File: src/rtl/hazard_unit_pkg.sv
// Shared pipeline definitions for the hazard unit: stage indices, one-hot
// stall/flush request codes and the multiply/divide sequencer state type.
package mips_pkg;

  localparam int STG_IF  = 0;
  localparam int STG_ID  = 1;
  localparam int STG_EX  = 2;
  localparam int STG_MEM = 3;
  localparam int STG_WB  = 4;

  localparam logic [4:0] STALL_IF  = 5'(1 << STG_IF);
  localparam logic [4:0] STALL_ID  = 5'(1 << STG_ID);
  localparam logic [4:0] STALL_MEM = 5'(1 << STG_MEM);
  localparam logic [4:0] FLUSH_ID  = 5'(1 << STG_ID);
  localparam logic [4:0] FLUSH_MEM = 5'(1 << STG_MEM);

  typedef enum logic {
    MD_IDLE = 1'b0,
    MD_BUSY = 1'b1
  } md_state_e;

  // Raw hazard conditions before stall selection and flush priority.
  typedef struct packed {
    logic imem;
    logic load_use;
    logic md;
    logic dmem;
  } hazard_causes_t;

  function automatic int max_int(input int a, input int b);
    return (a > b) ? a : b;
  endfunction

endpackage

File: src/rtl/hazard_unit_if.sv
// Bundle of pipeline status inputs and stall/flush/md outputs exchanged
// between the pipeline datapath (master) and the hazard unit (slave).
interface hazard_unit_if;

  logic       imem_ready;
  logic       dmem_ready;
  logic       mem_access;
  logic [4:0] id_rs;
  logic [4:0] id_rt;
  logic       id_use_rs;
  logic       id_use_rt;
  logic       id_hilo_use;
  logic       ex_mem_read;
  logic [4:0] ex_rd;
  logic       ex_md_start;
  logic       ex_md_is_div;
  logic       ex_branch_taken;
  logic       mem_exception;
  logic [4:0] stall;
  logic [4:0] flush;
  logic       md_busy;
  logic       md_done;

  modport master (
    output imem_ready, dmem_ready, mem_access,
    output id_rs, id_rt, id_use_rs, id_use_rt, id_hilo_use,
    output ex_mem_read, ex_rd, ex_md_start, ex_md_is_div, ex_branch_taken,
    output mem_exception,
    input  stall, flush, md_busy, md_done
  );

  modport slave (
    input  imem_ready, dmem_ready, mem_access,
    input  id_rs, id_rt, id_use_rs, id_use_rt, id_hilo_use,
    input  ex_mem_read, ex_rd, ex_md_start, ex_md_is_div, ex_branch_taken,
    input  mem_exception,
    output stall, flush, md_busy, md_done
  );

endinterface

File: src/rtl/hazard_unit_md_sequencer.sv
// Background multiply/divide sequencer: tracks the remaining latency of the
// active operation and pulses done in its final busy cycle.
module md_sequencer
  import mips_pkg::*;
#(
  parameter int MULT_CYCLES = 4,
  parameter int DIV_CYCLES  = 32
) (
  input  logic clk,
  input  logic rst,
  input  logic start,
  input  logic is_div,
  input  logic abort,
  output logic busy,
  output logic done
);

  localparam int MAX_CYCLES = max_int(MULT_CYCLES, DIV_CYCLES);
  localparam int CNT_W      = (MAX_CYCLES > 2) ? $clog2(MAX_CYCLES) : 1;

  localparam logic [CNT_W-1:0] MULT_LOAD = CNT_W'(MULT_CYCLES - 1);
  localparam logic [CNT_W-1:0] DIV_LOAD  = CNT_W'(DIV_CYCLES - 1);
  localparam logic [CNT_W-1:0] CNT_ONE   = CNT_W'(1);

  md_state_e        state_q, state_d;
  logic [CNT_W-1:0] count_q, count_d;

  always_ff @(posedge clk) begin
    if (rst) begin
      state_q <= MD_IDLE;
      count_q <= '0;
    end else begin
      state_q <= state_d;
      count_q <= count_d;
    end
  end

  // The counter reaches zero on the edge that leaves BUSY, so the unit is
  // busy for exactly (latency - 1) cycles after the start is accepted.
  always_comb begin
    state_d = state_q;
    count_d = count_q;
    done    = 1'b0;
    if (rst || abort) begin
      state_d = MD_IDLE;
      count_d = '0;
    end else if (start) begin
      state_d = MD_BUSY;
      count_d = is_div ? DIV_LOAD : MULT_LOAD;
    end else if (state_q == MD_BUSY) begin
      if (count_q <= CNT_ONE) begin
        state_d = MD_IDLE;
        count_d = '0;
        done    = 1'b1;
      end else begin
        count_d = count_q - CNT_ONE;
      end
    end
  end

  assign busy = (state_q == MD_BUSY);

endmodule

File: src/rtl/hazard_unit.sv
// Pipeline hazard detection: raises per-stage stall/flush requests and
// sequences the multiply/divide unit so HI/LO readers wait for results.
module hazard_unit
  import mips_pkg::*;
#(
  parameter int MULT_CYCLES = 4,
  parameter int DIV_CYCLES  = 32
) (
  input logic         clk,
  input logic         rst,
  hazard_unit_if.slave hu
);

  hazard_causes_t cause;
  logic           dmem_wait;
  logic           md_start;
  logic           md_busy;
  logic           md_done;
  logic [4:0]     stall_req;
  logic [4:0]     stall;
  logic [4:0]     flush;

  assign dmem_wait = hu.mem_access && !hu.dmem_ready;
  assign md_start  = hu.ex_md_start && !dmem_wait;

  md_sequencer #(
    .MULT_CYCLES (MULT_CYCLES),
    .DIV_CYCLES  (DIV_CYCLES)
  ) u_md_sequencer (
    .clk    (clk),
    .rst    (rst),
    .start  (md_start),
    .is_div (hu.ex_md_is_div),
    .abort  (hu.mem_exception),
    .busy   (md_busy),
    .done   (md_done)
  );

  always_comb begin
    cause          = '0;
    cause.imem     = !hu.imem_ready;
    cause.load_use = hu.ex_mem_read && (hu.ex_rd != 5'd0) &&
                     ((hu.id_use_rs && (hu.id_rs == hu.ex_rd)) ||
                      (hu.id_use_rt && (hu.id_rt == hu.ex_rd)));
    cause.md       = hu.id_hilo_use && md_busy;
    cause.dmem     = dmem_wait;
  end

  // Only the most downstream stall matters; upstream stages freeze behind it.
  always_comb begin
    stall_req = '0;
    if (cause.dmem) begin
      stall_req = STALL_MEM;
    end else if (cause.load_use || cause.md) begin
      stall_req = STALL_ID;
    end else if (cause.imem) begin
      stall_req = STALL_IF;
    end
  end

  // A taken branch waits behind a data-memory stall and re-resolves later.
  always_comb begin
    stall = stall_req;
    flush = '0;
    if (rst) begin
      stall = '0;
    end else if (hu.mem_exception) begin
      stall = '0;
      flush = FLUSH_MEM;
    end else if (hu.ex_branch_taken && !cause.dmem) begin
      stall = stall_req & ~(STALL_ID | STALL_IF);
      flush = FLUSH_ID;
    end
  end

  assign hu.stall   = stall;
  assign hu.flush   = flush;
  assign hu.md_busy = md_busy;
  assign hu.md_done = md_done;

endmodule

File: src/flat_wrapper.sv
// flat-port wrapper written by rule: the top's interface ports become plain ports
module hazard_unit_flat import mips_pkg::*;
#(
  parameter int MULT_CYCLES = 4,
  parameter int DIV_CYCLES  = 32
)
  (clk, rst, hu_imem_ready, hu_dmem_ready, hu_mem_access, hu_id_rs, hu_id_rt, hu_id_use_rs, hu_id_use_rt, hu_id_hilo_use, hu_ex_mem_read, hu_ex_rd, hu_ex_md_start, hu_ex_md_is_div, hu_ex_branch_taken, hu_mem_exception, hu_stall, hu_flush, hu_md_busy, hu_md_done);
  hazard_unit_if hu_i ();
  input logic clk;
  input logic rst;
  input wire logic [$bits(hu_i.imem_ready)-1:0] hu_imem_ready;
  input wire logic [$bits(hu_i.dmem_ready)-1:0] hu_dmem_ready;
  input wire logic [$bits(hu_i.mem_access)-1:0] hu_mem_access;
  input wire logic [$bits(hu_i.id_rs)-1:0] hu_id_rs;
  input wire logic [$bits(hu_i.id_rt)-1:0] hu_id_rt;
  input wire logic [$bits(hu_i.id_use_rs)-1:0] hu_id_use_rs;
  input wire logic [$bits(hu_i.id_use_rt)-1:0] hu_id_use_rt;
  input wire logic [$bits(hu_i.id_hilo_use)-1:0] hu_id_hilo_use;
  input wire logic [$bits(hu_i.ex_mem_read)-1:0] hu_ex_mem_read;
  input wire logic [$bits(hu_i.ex_rd)-1:0] hu_ex_rd;
  input wire logic [$bits(hu_i.ex_md_start)-1:0] hu_ex_md_start;
  input wire logic [$bits(hu_i.ex_md_is_div)-1:0] hu_ex_md_is_div;
  input wire logic [$bits(hu_i.ex_branch_taken)-1:0] hu_ex_branch_taken;
  input wire logic [$bits(hu_i.mem_exception)-1:0] hu_mem_exception;
  output wire logic [$bits(hu_i.stall)-1:0] hu_stall;
  output wire logic [$bits(hu_i.flush)-1:0] hu_flush;
  output wire logic [$bits(hu_i.md_busy)-1:0] hu_md_busy;
  output wire logic [$bits(hu_i.md_done)-1:0] hu_md_done;
  assign hu_i.imem_ready = hu_imem_ready;
  assign hu_i.dmem_ready = hu_dmem_ready;
  assign hu_i.mem_access = hu_mem_access;
  assign hu_i.id_rs = hu_id_rs;
  assign hu_i.id_rt = hu_id_rt;
  assign hu_i.id_use_rs = hu_id_use_rs;
  assign hu_i.id_use_rt = hu_id_use_rt;
  assign hu_i.id_hilo_use = hu_id_hilo_use;
  assign hu_i.ex_mem_read = hu_ex_mem_read;
  assign hu_i.ex_rd = hu_ex_rd;
  assign hu_i.ex_md_start = hu_ex_md_start;
  assign hu_i.ex_md_is_div = hu_ex_md_is_div;
  assign hu_i.ex_branch_taken = hu_ex_branch_taken;
  assign hu_i.mem_exception = hu_mem_exception;
  assign hu_stall = hu_i.stall;
  assign hu_flush = hu_i.flush;
  assign hu_md_busy = hu_i.md_busy;
  assign hu_md_done = hu_i.md_done;
  hazard_unit #(.MULT_CYCLES(MULT_CYCLES), .DIV_CYCLES(DIV_CYCLES)) u_core (.clk(clk), .rst(rst), .hu(hu_i));
endmodule
File: config.mk
export PLATFORM = sky130hd
export DESIGN_NAME = hazard_unit_flat
export DESIGN_NICKNAME = d
export VERILOG_FILES = /design/src/rtl/hazard_unit_pkg.sv /design/src/rtl/hazard_unit_if.sv /design/src/rtl/hazard_unit_md_sequencer.sv /design/src/rtl/hazard_unit.sv /design/src/flat_wrapper.sv
export SDC_FILE = /design/constraint.sdc
export NUM_CORES = 1
export LEC_CHECK = 0
export BUFFER_PORTS_ARGS = -buffer_cell sky130_fd_sc_hd__buf_2
export CAP_MARGIN = 20
export CORE_MARGIN = 1
export CORE_UTILIZATION = 35
export DETAILED_ROUTE_END_ITERATION = 12
export PLACE_DENSITY = 0.73
export SETUP_SLACK_MARGIN = 0.15
export SLEW_MARGIN = 25
export SYNTH_ARGS = -nofsm -noshare
export SYNTH_HDL_FRONTEND = slang
export SYNTH_SLANG_ARGS = --single-unit
File: constraint.sdc
create_clock -name clk -period 1.4 [get_ports clk]
set_input_delay 0.14 -clock clk [delete_from_list [all_inputs] [get_ports clk]]
set_output_delay 0.14 -clock clk [all_outputs]
set_load 0.05 [all_outputs]
==> impl_results.md <==
- Run status: finished with violations
- Violated checks: negative setup slack
- Mean routed wirelength per cell: 15.6 µm
- P_sw: 0.000255 W
- Sequential fraction of the synthesis area: 21.8%
- Final Hold Violating Endpoints: 0
- Number of top-level pins: 40
- Sinks on Clock Net: 6
- Post-synthesis register bit count: 6
- Die width: 41.7 µm
- Row count: 13
- Critical Path Start Type: flop
- Required time at the endpoint of the critical path: 1260 ps
- Total wire length: 2.20 mm
- Ordered list of cells on the worst path: inv_4 -> ha_4 -> o21ba_4 -> nor4_4 -> and4_4 -> buf_8
- Top cells by area in the synthesized netlist: sky130_fd_sc_hd__dfxtp_1 22%, sky130_fd_sc_hd__xnor2_1 16%, sky130_fd_sc_hd__buf_4 6.8%
- Starting DRC count in detailed routing: 7
- Unrepaired setup endpoints after global routing: true
- Sequential fraction of design power: 27.5%
- Fraction of power consumed by the clock network: 27.6%
- Number of optimization iterations in the first detailed-route pass: 4
- Maximum single-stage delay on the critical path: 360 ps
- Share of layout cells above drive strength 1: 68.3%
- Post-synth ARST share: 0%
- Switching part of the total power: 36.9%
- Leakage: 0.495 nW
- Root buf cell: sky130_fd_sc_hd__clkbuf_4
- Skew-Pair Late Insertion Delay: 260 ps
- Maximum fanout along the worst path: 3
- Nets: 157
- Critical path class: reg2out
- Post-synth EDFFs: 0
- Vias per cell: 5.40
- RD Place Congestion: 0.739
- GRT Resource Usage Total: 24.3%
- Post-route clock period utilization: 123%
- Post-synthesis instance area: 551 µm²
- Combinational group share of total power: 44.9%
- Remaining antenna violation count after routing: 0
- Count of yosys warnings during synthesis: 0
- Sum of net half-perimeters after detailed placement: 1.29 mm
- Nature of the critical path endpoint: output port
- Cell area after placement: 922 µm²
- Setup Viol. Count Final: 6
- Initial antenna violation count: 0
- Clock transition at path regs: 60 ps
- Number of I/O port buffers: 34
- PD cells: 624 mW/mm²
- Die height: 41.7 µm
- Total via count after detailed routing: 761
- Cell-internal power: 0.000436 W
- Starting Density: 39.8%
- Clock tree from TritonCTS: done
- Slowest cell on the critical path: sky130_fd_sc_hd__dfxtp_4
- Class of the tightest hold or removal check: in2reg
- Setup Skew: 8.43 ps
- Final slew viol count: 0
- Maximum Capacitance Violations: 0
- Global-route wire length before repair: 3.17 mm
- Final non-filler cell total: 141
- Core area: 0.00138 mm²
- Placed cell count: 132
- Setup slack of the critical path after layout: -324 ps
- DRC violation count after routing: 0
- Primary flip-flop cell chosen by synthesis mapping: sky130_fd_sc_hd__dfxtp_1
- H-tree levels: 1
- Share of the synthesized area in the top cell type: 21.8%
- Maximum operating frequency: 0.580 GHz
- Die ar.: 0.00174 mm²
- Non-Filler Cell Area, Final: 0.00111 mm²
- Data arrival, critical path: 1580 ps
- Final Critical Period: 1720 ps
- Diodes inserted: 0
- Synth Instances: 69
- Synth-to-layout area growth: 101%
- Synthesized area per cell: 7.98 µm²
- Maximum number of pins on one net before global-route repair: 9
- Most used standard cells in the synthesized netlist: 10 x sky130_fd_sc_hd__xnor2_1, 6 x sky130_fd_sc_hd__a21oi_1, 6 x sky130_fd_sc_hd__dfxtp_1, 6 x sky130_fd_sc_hd__nand2_1, 5 x sky130_fd_sc_hd__buf_4
- Count of unique library cells instantiated by Yosys: 31
- VDD IR max: 0.398 mV
- Most numerous cell in the Yosys netlist: sky130_fd_sc_hd__xnor2_1
- Number of clock buffers inserted by TritonCTS: 3
- Worst-case clock buffer depth: 2
- Via count of the first global-routing pass: 786
- Total congestion overflow after global routing: 0
- Cell type with the largest total area after synthesis: sky130_fd_sc_hd__dfxtp_1
cell families (layout without fill, tap and decap cells):
kind of cell,after synthesis,count (layout),share of synthesized area [%]
AND/OR/NAND/NOR,26,26,28.4
AO/OA/AOI/OAI,16,16,18.4
XOR/XNOR,10,10,15.9
buffers and inverters,7,60,8.18
flip-flops,6,6,21.8
adder cells (fa/ha/maj),2,2,4.54
other,1,5,0.681
multiplexers,1,1,2.05
path summary, 6_finish.rpt:
check	to	slack, ps	cells after the start	startpoint
setup reg to reg	u_core.u_md_sequencer.count_q[2]	-170	7	u_core.u_md_sequencer.count_q[1]
hold / removal	u_core.u_md_sequencer.count_q[1]	250	4	hu_mem_exception
hold reg to reg	u_core.u_md_sequencer.count_q[4]	670	3	u_core.u_md_sequencer.count_q[4]
setup / recovery	hu_md_done	-320	6	u_core.u_md_sequencer.count_q[1]
area by class of cell:
type,count,area (µm²)
clock buffers,4,26.3
well taps,15,18.8
multi-input cells,60,562
fillers,94,277
inverters,2,10.0
flip-flops and latches,6,133
repair buffers,54,357
cell usage in the layout, fill, tap and decap left out, types with 2 or more instances in the layout:
cell	n
sky130_fd_sc_hd__buf_6	5
sky130_fd_sc_hd__o21ai_0	2
sky130_fd_sc_hd__dfxtp_4	3
sky130_fd_sc_hd__nor2_2	2
sky130_fd_sc_hd__nand2_1	5
sky130_fd_sc_hd__dfxtp_1	2
sky130_fd_sc_hd__buf_4	18
sky130_fd_sc_hd__nand4_1	2
sky130_fd_sc_hd__ha_4	2
sky130_fd_sc_hd__a21oi_1	4
sky130_fd_sc_hd__clkbuf_4	3
sky130_fd_sc_hd__xnor2_1	10
sky130_fd_sc_hd__a31oi_1	2
sky130_fd_sc_hd__conb_1	5
sky130_fd_sc_hd__buf_2	30
sky130_fd_sc_hd__nor3b_2	3
metal layers:
layer	share of wire, %	GRT usage, %
met1	38	24.9
met2	53	42.8
met3	5.4	7.83
met4	3.3	13.5
met5	0	0
per-stage QoR:
step	utilization [%]	hold slack [ps]	TNS [ps]	total power (W)	worst slack, ps
floorplan	-	312	0	0.000349	58.7
global placement	66.7	519	-390	0.000431	-156
detailed placement	66.7	527	-391	0.000437	-157
CTS	75.5	264	-584	0.000658	-260
global route	80.0	257	-1060	0.000733	-390
finish	80.0	252	-702	0.000690	-324
power by group through the flow:
stage          combinational, W  sequential [W]  clock, W
2_1_floorplan          0.000150        0.000199         0
3_3_place_gp           0.000238        0.000194         0
3_5_place_dp           0.000242        0.000194         0
4_1_cts                0.000277        0.000189  0.000192
5_1_grt                0.000330        0.000191  0.000212
6_report               0.000310        0.000190  0.000191
state kept, by name (all words and copies together), names as in the netlist:
| register | count |
|---|---|
| u_core.u_md_sequencer.count_q | 5 |
| u_core.u_md_sequencer.busy | 1 |
worst max-delay path: cells and delay by family (launching register included):
kind	cells	cell delay, ps
fa+ha+maj	1	110
compound gates	1	160
flops	1	360
buf+inv	2	200
simple gates	2	480
what timing repair did:
item,CTS,global route
setup buffers,5,0
hold buffers,0,0
pin swaps,10,8
gates resized for setup,14,13
setup endpoints to repair,8,10
No activity file was read; power rests on OpenSTA's default activity.
